`src/rtl/fsm_out_pkg.sv`:
```
// ============================================================================
// Module : fsm_out_pkg
// Desc   : Shared types and default constants for the fsm_out datapath.
// Rev    : 1.0 - initial release
// ============================================================================
`default_nettype none

package fsm_out_pkg;

   typedef enum logic [1:0] {
      SEL_NONE    = 2'b00,
      SEL_SYNC    = 2'b01,
      SEL_HDR     = 2'b10,
      SEL_PAYLOAD = 2'b11
   } out_sel_t;

   localparam int         DATA_W_DEF    = 8;
   localparam logic [7:0] SYNC_WORD_DEF = 8'hA5;

endpackage

`default_nettype wire

```
`src/rtl/fsm_out_fifo.sv`:
```
// ============================================================================
// Module : fsm_out_fifo
// Desc   : Synchronous FIFO with count; overflowing pushes and underflowing
//          pops are ignored. DEPTH must be a power of 2, at least 2.
// Rev    : 1.0 - initial release
// ============================================================================
`default_nettype none

module fsm_out_fifo
   import fsm_out_pkg::*;
#(
   parameter int W     = DATA_W_DEF,
   parameter int DEPTH = 4
) (
   input  logic                       clk,
   input  logic                       rst_n,
   input  logic                       i_push,
   input  logic [W-1:0]               i_wdata,
   input  logic                       i_pop,
   output logic [W-1:0]               o_rdata,
   output logic [$clog2(DEPTH):0]     o_count
);

   localparam int AW = $clog2(DEPTH);
   localparam logic [AW:0] c_DEPTH = (AW+1)'(DEPTH);

   logic [W-1:0]  r_mem [DEPTH];
   logic [AW-1:0] r_wr_ptr;
   logic [AW-1:0] r_rd_ptr;
   logic [AW:0]   r_count;
   logic          w_full;
   logic          w_empty;
   logic          w_push;
   logic          w_pop;

   assign w_full  = (r_count == c_DEPTH);
   assign w_empty = (r_count == '0);
   assign w_push  = i_push && !w_full;
   assign w_pop   = i_pop && !w_empty;

   // Pointers wrap naturally because DEPTH is a power of 2
   always_ff @(posedge clk or negedge rst_n) begin
      if (!rst_n) begin
         r_wr_ptr <= '0;
         r_rd_ptr <= '0;
         r_count  <= '0;
      end else begin
         if (w_push) r_wr_ptr <= r_wr_ptr + 1'b1;
         if (w_pop)  r_rd_ptr <= r_rd_ptr + 1'b1;
         case ({w_push, w_pop})
            2'b10:   r_count <= r_count + 1'b1;
            2'b01:   r_count <= r_count - 1'b1;
            default: r_count <= r_count;
         endcase
      end
   end

   always_ff @(posedge clk) begin
      if (w_push) r_mem[r_wr_ptr] <= i_wdata;
   end

   assign o_rdata = r_mem[r_rd_ptr];
   assign o_count = r_count;

endmodule

`default_nettype wire

```
`src/rtl/fsm_out_datapath.sv`:
```
// ============================================================================
// Module : fsm_out_datapath
// Desc   : Output datapath for the hidden_fsm controller: input FIFO, payload
//          and sequence registers, registered sync/header/payload word stream
//          and sticky protocol-error flag. Optional FSM_OUT_PARITY_EN adds a
//          registered even-parity output (out_parity).
// Rev    : 1.0 - initial release
// ============================================================================
`default_nettype none

module fsm_out_datapath
   import fsm_out_pkg::*;
#(
   parameter int                DATA_W     = DATA_W_DEF,
   parameter int                FIFO_DEPTH = 4,
   parameter logic [DATA_W-1:0] SYNC_WORD  = DATA_W'(SYNC_WORD_DEF)
) (
   input  logic              clk,
   input  logic              rst_n,
   input  logic              in_valid,
   input  logic [DATA_W-1:0] in_data,
   output logic              in_ready,
   output logic              data_avail,
   input  logic              buf_en,
   input  logic [1:0]        out_sel,
   input  logic              out_writing,
   output logic              out_valid,
   output logic [DATA_W-1:0] out_data,
`ifdef FSM_OUT_PARITY_EN
   output logic              out_parity,
`endif
   output logic              proto_err
);

   localparam int CW = $clog2(FIFO_DEPTH) + 1;
   localparam logic [CW-1:0] c_DEPTH = CW'(FIFO_DEPTH);

   out_sel_t          w_sel;
   logic [CW-1:0]     w_count;
   logic [DATA_W-1:0] w_head;
   logic              w_pop;
   logic              w_out_valid;
   logic [DATA_W-1:0] w_word;
   logic [DATA_W-1:0] w_next_data;
   logic              w_err_set;
   logic [DATA_W-1:0] r_payload;
   logic [DATA_W-1:0] r_seq;
   logic              r_out_valid;
   logic [DATA_W-1:0] r_out_data;
   logic              r_err;

   fsm_out_fifo #(
      .W     (DATA_W),
      .DEPTH (FIFO_DEPTH)
   ) u_fifo (
      .clk     (clk),
      .rst_n   (rst_n),
      .i_push  (in_valid),
      .i_wdata (in_data),
      .i_pop   (w_pop),
      .o_rdata (w_head),
      .o_count (w_count)
   );

   // Handshakes come from the registered count only; no empty bypass
   assign in_ready   = (w_count != c_DEPTH);
   assign data_avail = (w_count != '0);
   assign w_sel      = out_sel_t'(out_sel);
   assign w_pop      = buf_en && data_avail;

   always_comb begin
      w_word = '0;
      case (w_sel)
         SEL_SYNC:    w_word = SYNC_WORD;
         SEL_HDR:     w_word = r_seq;
         SEL_PAYLOAD: w_word = r_payload;
         default:     w_word = '0;
      endcase
   end

   assign w_out_valid = out_writing && (w_sel != SEL_NONE);
   assign w_next_data = w_out_valid ? w_word : '0;
   assign w_err_set   = (out_writing && (w_sel == SEL_NONE)) ||
                        (buf_en && out_writing) ||
                        (buf_en && !data_avail);

   always_ff @(posedge clk or negedge rst_n) begin
      if (!rst_n) begin
         r_payload   <= '0;
         r_seq       <= '0;
         r_out_valid <= 1'b0;
         r_out_data  <= '0;
         r_err       <= 1'b0;
      end else begin
         if (w_pop) r_payload <= w_head;
         if (out_writing && (w_sel == SEL_HDR)) r_seq <= r_seq + 1'b1;
         r_out_valid <= w_out_valid;
         r_out_data  <= w_next_data;
         if (w_err_set) r_err <= 1'b1;
      end
   end

   assign out_valid = r_out_valid;
   assign out_data  = r_out_data;
   assign proto_err = r_err;

`ifdef FSM_OUT_PARITY_EN
   logic r_parity;

   always_ff @(posedge clk or negedge rst_n) begin
      if (!rst_n) r_parity <= 1'b0;
      else        r_parity <= ^w_next_data;
   end

   assign out_parity = r_parity;
`endif

endmodule

`default_nettype wire

```
`config.mk`:
```
export PLATFORM = sky130hd
export DESIGN_NAME = fsm_out_datapath
export DESIGN_NICKNAME = d
export VERILOG_FILES = /design/src/rtl/fsm_out_pkg.sv /design/src/rtl/fsm_out_fifo.sv /design/src/rtl/fsm_out_datapath.sv
export SDC_FILE = /design/constraint.sdc
export NUM_CORES = 1
export LEC_CHECK = 0
export ABC_AREA = 1
export BUFFER_PORTS_ARGS = -buffer_cell sky130_fd_sc_hd__buf_4
export CAP_MARGIN = 0
export CORE_ASPECT_RATIO = 1.1
export CORE_MARGIN = 2
export CORE_UTILIZATION = 30
export DETAILED_ROUTE_END_ITERATION = 10
export HOLD_SLACK_MARGIN = 0.12
export PLACE_DENSITY_LB_ADDON = 0.25
export SYNTH_ARGS = -nofsm -noshare
export SYNTH_HDL_FRONTEND = slang
export SYNTH_SLANG_ARGS = --single-unit
export TNS_END_PERCENT = 20
```
`constraint.sdc`:
```
create_clock -name clk -period 2.5 [get_ports clk]
set_input_delay 0.125 -clock clk [delete_from_list [all_inputs] [get_ports clk]]
set_output_delay 0.125 -clock clk [all_outputs]
set_load 0.005 [all_outputs]
```
**Word-level counts from Yosys, hierarchy flattened**

Memories as Yosys holds them, arrays and structs flattened. A register that Yosys moved wholly into a read port is not among the register bits.
Index checks and enable logic that the tools add are counted.

- Register bits after elaboration: 25
- RAM bits: 32
- Input port bits: 15
- Logic and storage cells: 44
- Memories: 1

- $add $sub $neg: 5
- Eq/ne operators: 7
- Multiplexer cells: 5
- Reduce and logical (&&, ||, !) cells: 19

Memories:

| name | words | width | rd ports | clocked after memory_dff | wr ports | RTL line | source |
|---|---|---|---|---|---|---|---|
| u_fifo.r_mem | 4 | 8 | 1 | 1 | 1 | fsm_out_fifo.sv:27 | `logic [W-1:0] r_mem [DEPTH];` |

Operators with widths:

| operator | number |
|---|---|
| $pmux W8 S3 | 1 |
| $add A8 B1 Y8 const B | 1 |
| $logic_and A1 B1 Y1 | 8 |
| $mux W8 | 1 |
| $eq A2 B2 Y1 const B | 3 |
| $pmux W3 S2 | 1 |
| $add A2 B1 Y2 const B | 2 |
| $eq A2 B1 Y1 const B | 2 |
| $logic_not A1 Y1 | 4 |
| $reduce_bool A2 Y1 | 2 |
| $add A3 B1 Y3 const B | 1 |
| $eq A3 B3 Y1 const B | 1 |
| $logic_not A3 Y1 | 1 |
| $ne A3 B3 Y1 const B | 1 |
| $reduce_bool A3 Y1 | 1 |
| $sub A3 B1 Y3 const B | 1 |
| $logic_not A2 Y1 | 1 |
| $logic_or A1 B1 Y1 | 2 |
| $mux W1 | 2 |

**Depth between registers and ports, before layout**

- Depth in word-level cells: 5
- Gate-level depth with buffers: 10
- Mapped depth without buffers: 10

**Cells and area by module**

From an unflattened synthesis, not the netlist that was laid out.

- Cells, all modules: 284
- Area total of the unflattened synthesis: 2889.0 um^2

Modules (own cells, without submodules):

| module | instances | cells an instance | area each (um^2) | seq. area each (um^2) |
|---|---|---|---|---|
| fsm_out_fifo | 1 | 152 | 1729.2 | 1136.1 |
| fsm_out_datapath | 1 | 132 | 1159.9 | 650.6 |

**Least setup slack after synthesis**

Ideal clock, no wire load.

- Kind: flip-flop to flip-flop
- From: register u_fifo.r_count[1] (netlist: u_fifo.o_count[1])
- To: register u_fifo.r_count[2] (netlist: u_fifo.o_count[2])
- Arrival time: 1.798 ns
- Path slack: 0.623 ns
- Cell stages (with the launch flop): 10
- Cell sequence: dfrtp_1 > inv_1 > nand3_1 > nand2_2 > ha_1 > inv_1 > fa_1 > or2_2 > nand2_1 > xor2_1

- Word-level cells in the longest chain between the ends: 5
- Elaborated cells on any way between the ends: 14

Ends and longest elaborated chain:

| element | RTL line | source |
|---|---|---|
| start: declaration | fsm_out_fifo.sv:30 | `logic [AW:0] r_count;` |
| start signal: assignment | fsm_out_fifo.sv:51 | `2'b10: r_count <= r_count + 1'b1;` |
| start signal: assignment | fsm_out_fifo.sv:52 | `2'b01: r_count <= r_count - 1'b1;` |
| start signal: assignment | fsm_out_fifo.sv:53 | `default: r_count <= r_count;` |
| $eq A3 B3 Y1 (tied with other cells) | fsm_out_fifo.sv:36 | `assign w_full = (r_count == c_DEPTH);` |
| $logic_not A1 Y1 (tied with other cells) | fsm_out_fifo.sv:38 | `assign w_push = i_push && !w_full;` |
| $logic_and A1 B1 Y1 (on tied branches) | fsm_out_fifo.sv:38, fsm_out_fifo.sv:39 |  |
| $eq A2 B1 Y1 / $eq A2 B2 Y1 (equally long branches) | fsm_out_fifo.sv:50 | `case ({w_push, w_pop})` |
| $pmux W3 S2 / $reduce_bool A2 Y1 (equally long branches) | -- |  |

Several ways; a longest one is shown, not always the timed one.
A chain may end at the register's enable or synchronous reset.

**Final worst setup path**

- From: input port out_sel[1]
- To: register r_err (netlist: proto_err)

- Word-level cells in the longest chain between the ends: 4

Ends and longest elaborated chain:

| element | RTL line | source |
|---|---|---|
| start: declaration | fsm_out_datapath.sv:25 | `input logic [1:0] out_sel,` |
| $logic_not A2 Y1 | fsm_out_datapath.sv:83 | `assign w_err_set = (out_writing && (w_sel == SEL_NONE)) \|\|` |
| $logic_and A1 B1 Y1 | fsm_out_datapath.sv:83 |  |
| $logic_or A1 B1 Y1 | fsm_out_datapath.sv:83 |  |
| $logic_or A1 B1 Y1 | fsm_out_datapath.sv:84 | `(buf_en && out_writing) \|\|` |
| end signal: assignment | fsm_out_datapath.sv:93 | `r_err <= 1'b0;` |
| end signal: assignment | fsm_out_datapath.sv:99 | `if (w_err_set) r_err <= 1'b1;` |
| end: declaration | fsm_out_datapath.sv:50 | `logic r_err;` |

No other way between the ends.

==> impl_metrics.py <==
metrics = {
    "setup_path": {
        "reg2regPathDepth": 10,
        "class_of_the_most_critical_setup_path": "in -> reg",
        "rr_endpoint": "u_fifo.o_count[2]$_DFFE_PN0P_",
        "worst_path_dominant_cell_family": "buffers and inverters",
        "crit_arrival_ns": 2.43,
        "cp_num_cells": 8,
        "critPathMaxFanout": 12,
        "path_cells": "dlygate4sd3_1 -> buf_4 -> or2_2 -> nand2_1 -> a21oi_1 -> dlygate4sd3_1 -> nand2_1 -> dlygate4sd3_1",
        "crit_path_start_kind": "primary input",
        "cell_with_the_biggest_individual_delay_on_the_critical_path": "sky130_fd_sc_hd__dlygate4sd3_1",
        "startpoint": "out_sel[1]",
        "worst-r2r-setup-slack_ns": 0.37,
        "worst_setup_path_endpoint": "proto_err$_DFFE_PN0P_",
        "worstPathRequired_ns": 2.78,
        "cp_slowest_stage_delay_ns": 0.55,
        "critPathBufInv": 4,
        "crit_top_cell": "sky130_fd_sc_hd__dlygate4sd3_1",
        "critPathCaptureType": "flop",
        "worst_r2r_startpoint": "u_fifo.o_count[0]$_DFFE_PN0P_",
    },
    "synthesis": {
        "yosys.area.top_type_share_pct": 33.3,
        "synth_top_cells_by_area": "sky130_fd_sc_hd__edfxtp_1 (33%), sky130_fd_sc_hd__dfrtp_1 (29%), sky130_fd_sc_hd__nand2_1 (11%)",
        "syn-cell-area_sq_mm": 0.00288,
        "async_flop_share_pct": 50.8,
        "ys_types": 23,
        "synthesis.instances": 298,
        "synth_warnings": 0,
        "postSynthAreaPerCell_sq_um": 9.67,
        "synth_edf_count": 32,
        "post_synth_most_frequent_cells": "sky130_fd_sc_hd__nand2_1 (87), sky130_fd_sc_hd__nor2_1 (46), sky130_fd_sc_hd__inv_1 (37)",
        "yosys.area.top_type": "sky130_fd_sc_hd__edfxtp_1",
        "ys_seq_elements": 65,
        "synth_sequential_area_ratio_pct": 62.0,
        "yosysMostFrequentCell": "sky130_fd_sc_hd__nand2_1",
        "synth_top_flop_cell": "sky130_fd_sc_hd__dfrtp_1",
        "syn_nets": 320,
    },
    "min_path": {
        "hold_path_class": "in -> reg",
    },
    "die": {
        "floorplan.die.height_um": 107,
        "die-area_sq_mm": 0.0104,
        "effective_utilization_at_floorplan_pct": 30.8,
        "fp.coreArea_sq_mm": 0.00935,
        "placementRows": 37,
        "io-pin-count": 27,
        "die_w_um": 97.4,
    },
    "global_route": {
        "first_pass_grt_wire_length_um": 9200,
        "gr-total-overflow": 0,
        "grt_start_max_net_pins": 35,
        "grt_pass1_vias": 1996,
        "antenna_found_initial": 0,
        "grt.total_usage_pct": 11.3,
    },
    "sta": {
        "finalCriticalPeriod_ns": 2.15,
        "tns_ns": 0,
        "rsz0062_at_grt": "no",
        "hold_slack_ns": 0.163,
        "hold_violations": 0,
        "setup_viol": 0,
        "fin_worst_skew_ns": 0.00758,
        "slew-limit-headroom_pct": 70.5,
        "post-route-period-util_pct": 86.0,
        "worst_slack_ns": 0.350,
        "fmax_ghz": 0.465,
        "slew_violations": 0,
        "slew_at_the_pin_closest_to_its_max_slew_limit_ns": 0.443,
    },
    "detailed_routing": {
        "drt_wl_total_um": 5210,
        "detail_route.first_pass.iterations": 4,
        "vias": 1958,
        "routedWlPerCell_um": 11.1,
        "post_drt_via_cell_ratio": 4.16,
        "number_of_nets_with_antenna_violations_after_routing": 0,
        "post-route-drc-count": 0,
        "dr.first_iter.drc_count": 50,
    },
    "placement": {
        "place.gp.congestion": 0.745,
        "pre_cts_slack_ns": 0.388,
        "io_buffer_count": 26,
        "placed_area_sq_mm": 0.00322,
        "post_detail_place_hpwl_um": 3520,
    },
    "power_and_ir_drop": {
        "post-layout-total-power_w": 0.00364,
        "ir_worst_vdd_uv": 567,
        "power_dens_cells_mw_per_mm2": 1010,
        "leakagePower_nw": 1.70,
    },
    "clock_network": {
        "cts-buffers-inserted": 9,
        "cts_tree": "built",
        "clkTransAtPathRegs_ns": 0.07,
        "post_cts_setup_buffer_count": 0,
        "cts_htree_levels": 3,
        "cts_max_path_buffers": 2,
        "clock-root-buffer": "sky130_fd_sc_hd__clkbuf_8",
        "clk-insertion-delay-late_ns": 0.34,
        "ctsResizeCount": 0,
        "clkSinkCount": 65,
        "holdBufCountCts": 16,
    },
    "final_layout": {
        "finish.instance_area_sq_mm": 0.00359,
        "area_occupied_by_registers_sq_mm": 0.00179,
        "num-nets-final": 371,
        "layout-area-overhead-vs-synth_pct": 24.8,
        "layout-drive-gt1-share_pct": 16.1,
        "multi_input_comb_area_sq_um": 900,
        "antenna-diode-count": 0,
        "final.fill_count": 945,
    },
    "job": {
        "max_cap_violations": 0,
    },
    "status": {
        "status": "finished, final reports clean",
    },
}
per-stage QoR:
| step | std cells | util (%) |
|---|---|---|
| after floorplan | 298 | - |
| after global placement | 439 | 34.4 |
| after detailed placement | 439 | 34.4 |
| after CTS | 471 | 38.4 |
| after global routing | 471 | 38.4 |
| final | 471 | 38.4 |
final cells by class:
| class | instances | area share, % |
|---|---|---|
| Sequential cell | 65 | 49.7 |
| Timing Repair Buffer | 47 | 10.9 |
| Tap cell | 117 | 4.07 |
| Clock buffer | 10 | 3.83 |
| Inverter | 40 | 4.18 |
| Clock inverter | 6 | 2.26 |
| Multi-Input combinational cell | 186 | 25.0 |
worst min path at each step:
stage                  start                        endpoint  slack, ns  cells after the start
global placement       rst_n             out_valid$_DFF_PN0_       0.09                      1
CTS                 in_valid  u_fifo.r_wr_ptr[1]$_DFFE_PN0P_       0.15                      4
detailed placement     rst_n             out_valid$_DFF_PN0_       0.10                      1
finish              in_valid  u_fifo.r_wr_ptr[1]$_DFFE_PN0P_       0.16                      4
floorplan              rst_n           out_data[0]$_DFF_PN0_      -0.17                      0
global route        in_valid  u_fifo.r_wr_ptr[1]$_DFFE_PN0P_       0.19                      4
flip-flops by register name, indices dropped and copies added (netlist names):
signal           flops
proto_err            1
r_seq                8
u_fifo.o_count       3
out_valid            1
u_fifo.r_wr_ptr      2
u_fifo.r_mem        32
u_fifo.r_rd_ptr      2
r_payload            8
out_data             8
cell families (layout without fill, tap and decap cells):
family | count (synthesis) | count (layout) | share of synthesized area (%)
fa+ha+maj | 7 | 7 | 3.30
compound gates | 9 | 9 | 1.56
buf+inv | 47 | 103 | 6.77
xor+xnor | 9 | 9 | 2.74
flops | 65 | 65 | 62.0
simple gates | 161 | 161 | 23.6
worst min-delay path, stage by stage:
cell and delay (ns):
sky130_fd_sc_hd__buf_4 0.08, sky130_fd_sc_hd__nand2_2 0.11, sky130_fd_sc_hd__nor2_1 0.11, sky130_fd_sc_hd__a21oi_1 0.04
power breakdown:
part | switching, W | internal, W | total, W | leakage (nW)
registers | 0.000177 | 0.00142 | 0.00159 | 0.688
clock network | 0.000404 | 0.000582 | 0.000986 | 0.110
logic | 0.000643 | 0.000417 | 0.00106 | 0.905
metal layers:
layer  track usage (%)  vias to the layer above  part of all wire (%)
li1                  -                     1022                     -
met1              13.4                      888                    46
met2              19.1                       40                    48
met3              3.65                        8                   4.6
met4              4.46                        0                   1.3
met5                 0                        -                     0
cell usage in the layout (no fill, tap or decap):
master	n
sky130_fd_sc_hd__inv_1	37
sky130_fd_sc_hd__bufinv_16	2
sky130_fd_sc_hd__xor2_1	4
sky130_fd_sc_hd__clkbuf_8	10
sky130_fd_sc_hd__buf_4	31
sky130_fd_sc_hd__xnor2_1	5
sky130_fd_sc_hd__o21ai_1	1
sky130_fd_sc_hd__nand2_2	3
sky130_fd_sc_hd__nor2_4	1
sky130_fd_sc_hd__or2_2	2
sky130_fd_sc_hd__nor2_8	1
sky130_fd_sc_hd__nor3_1	4
sky130_fd_sc_hd__nand3_4	1
sky130_fd_sc_hd__nand2_1	87
sky130_fd_sc_hd__nand4_1	1
sky130_fd_sc_hd__ha_1	6
sky130_fd_sc_hd__fa_1	1
sky130_fd_sc_hd__a21oi_1	7
sky130_fd_sc_hd__dfrtp_1	33
sky130_fd_sc_hd__nand3_1	15
sky130_fd_sc_hd__o21ai_0	1
sky130_fd_sc_hd__inv_2	3
sky130_fd_sc_hd__clkinv_2	2
sky130_fd_sc_hd__edfxtp_1	32
sky130_fd_sc_hd__dlygate4sd3_1	16
sky130_fd_sc_hd__clkinv_1	1
sky130_fd_sc_hd__nor2_1	46
sky130_fd_sc_hd__clkinvlp_4	1
Power figures use the tool's default switching activity.
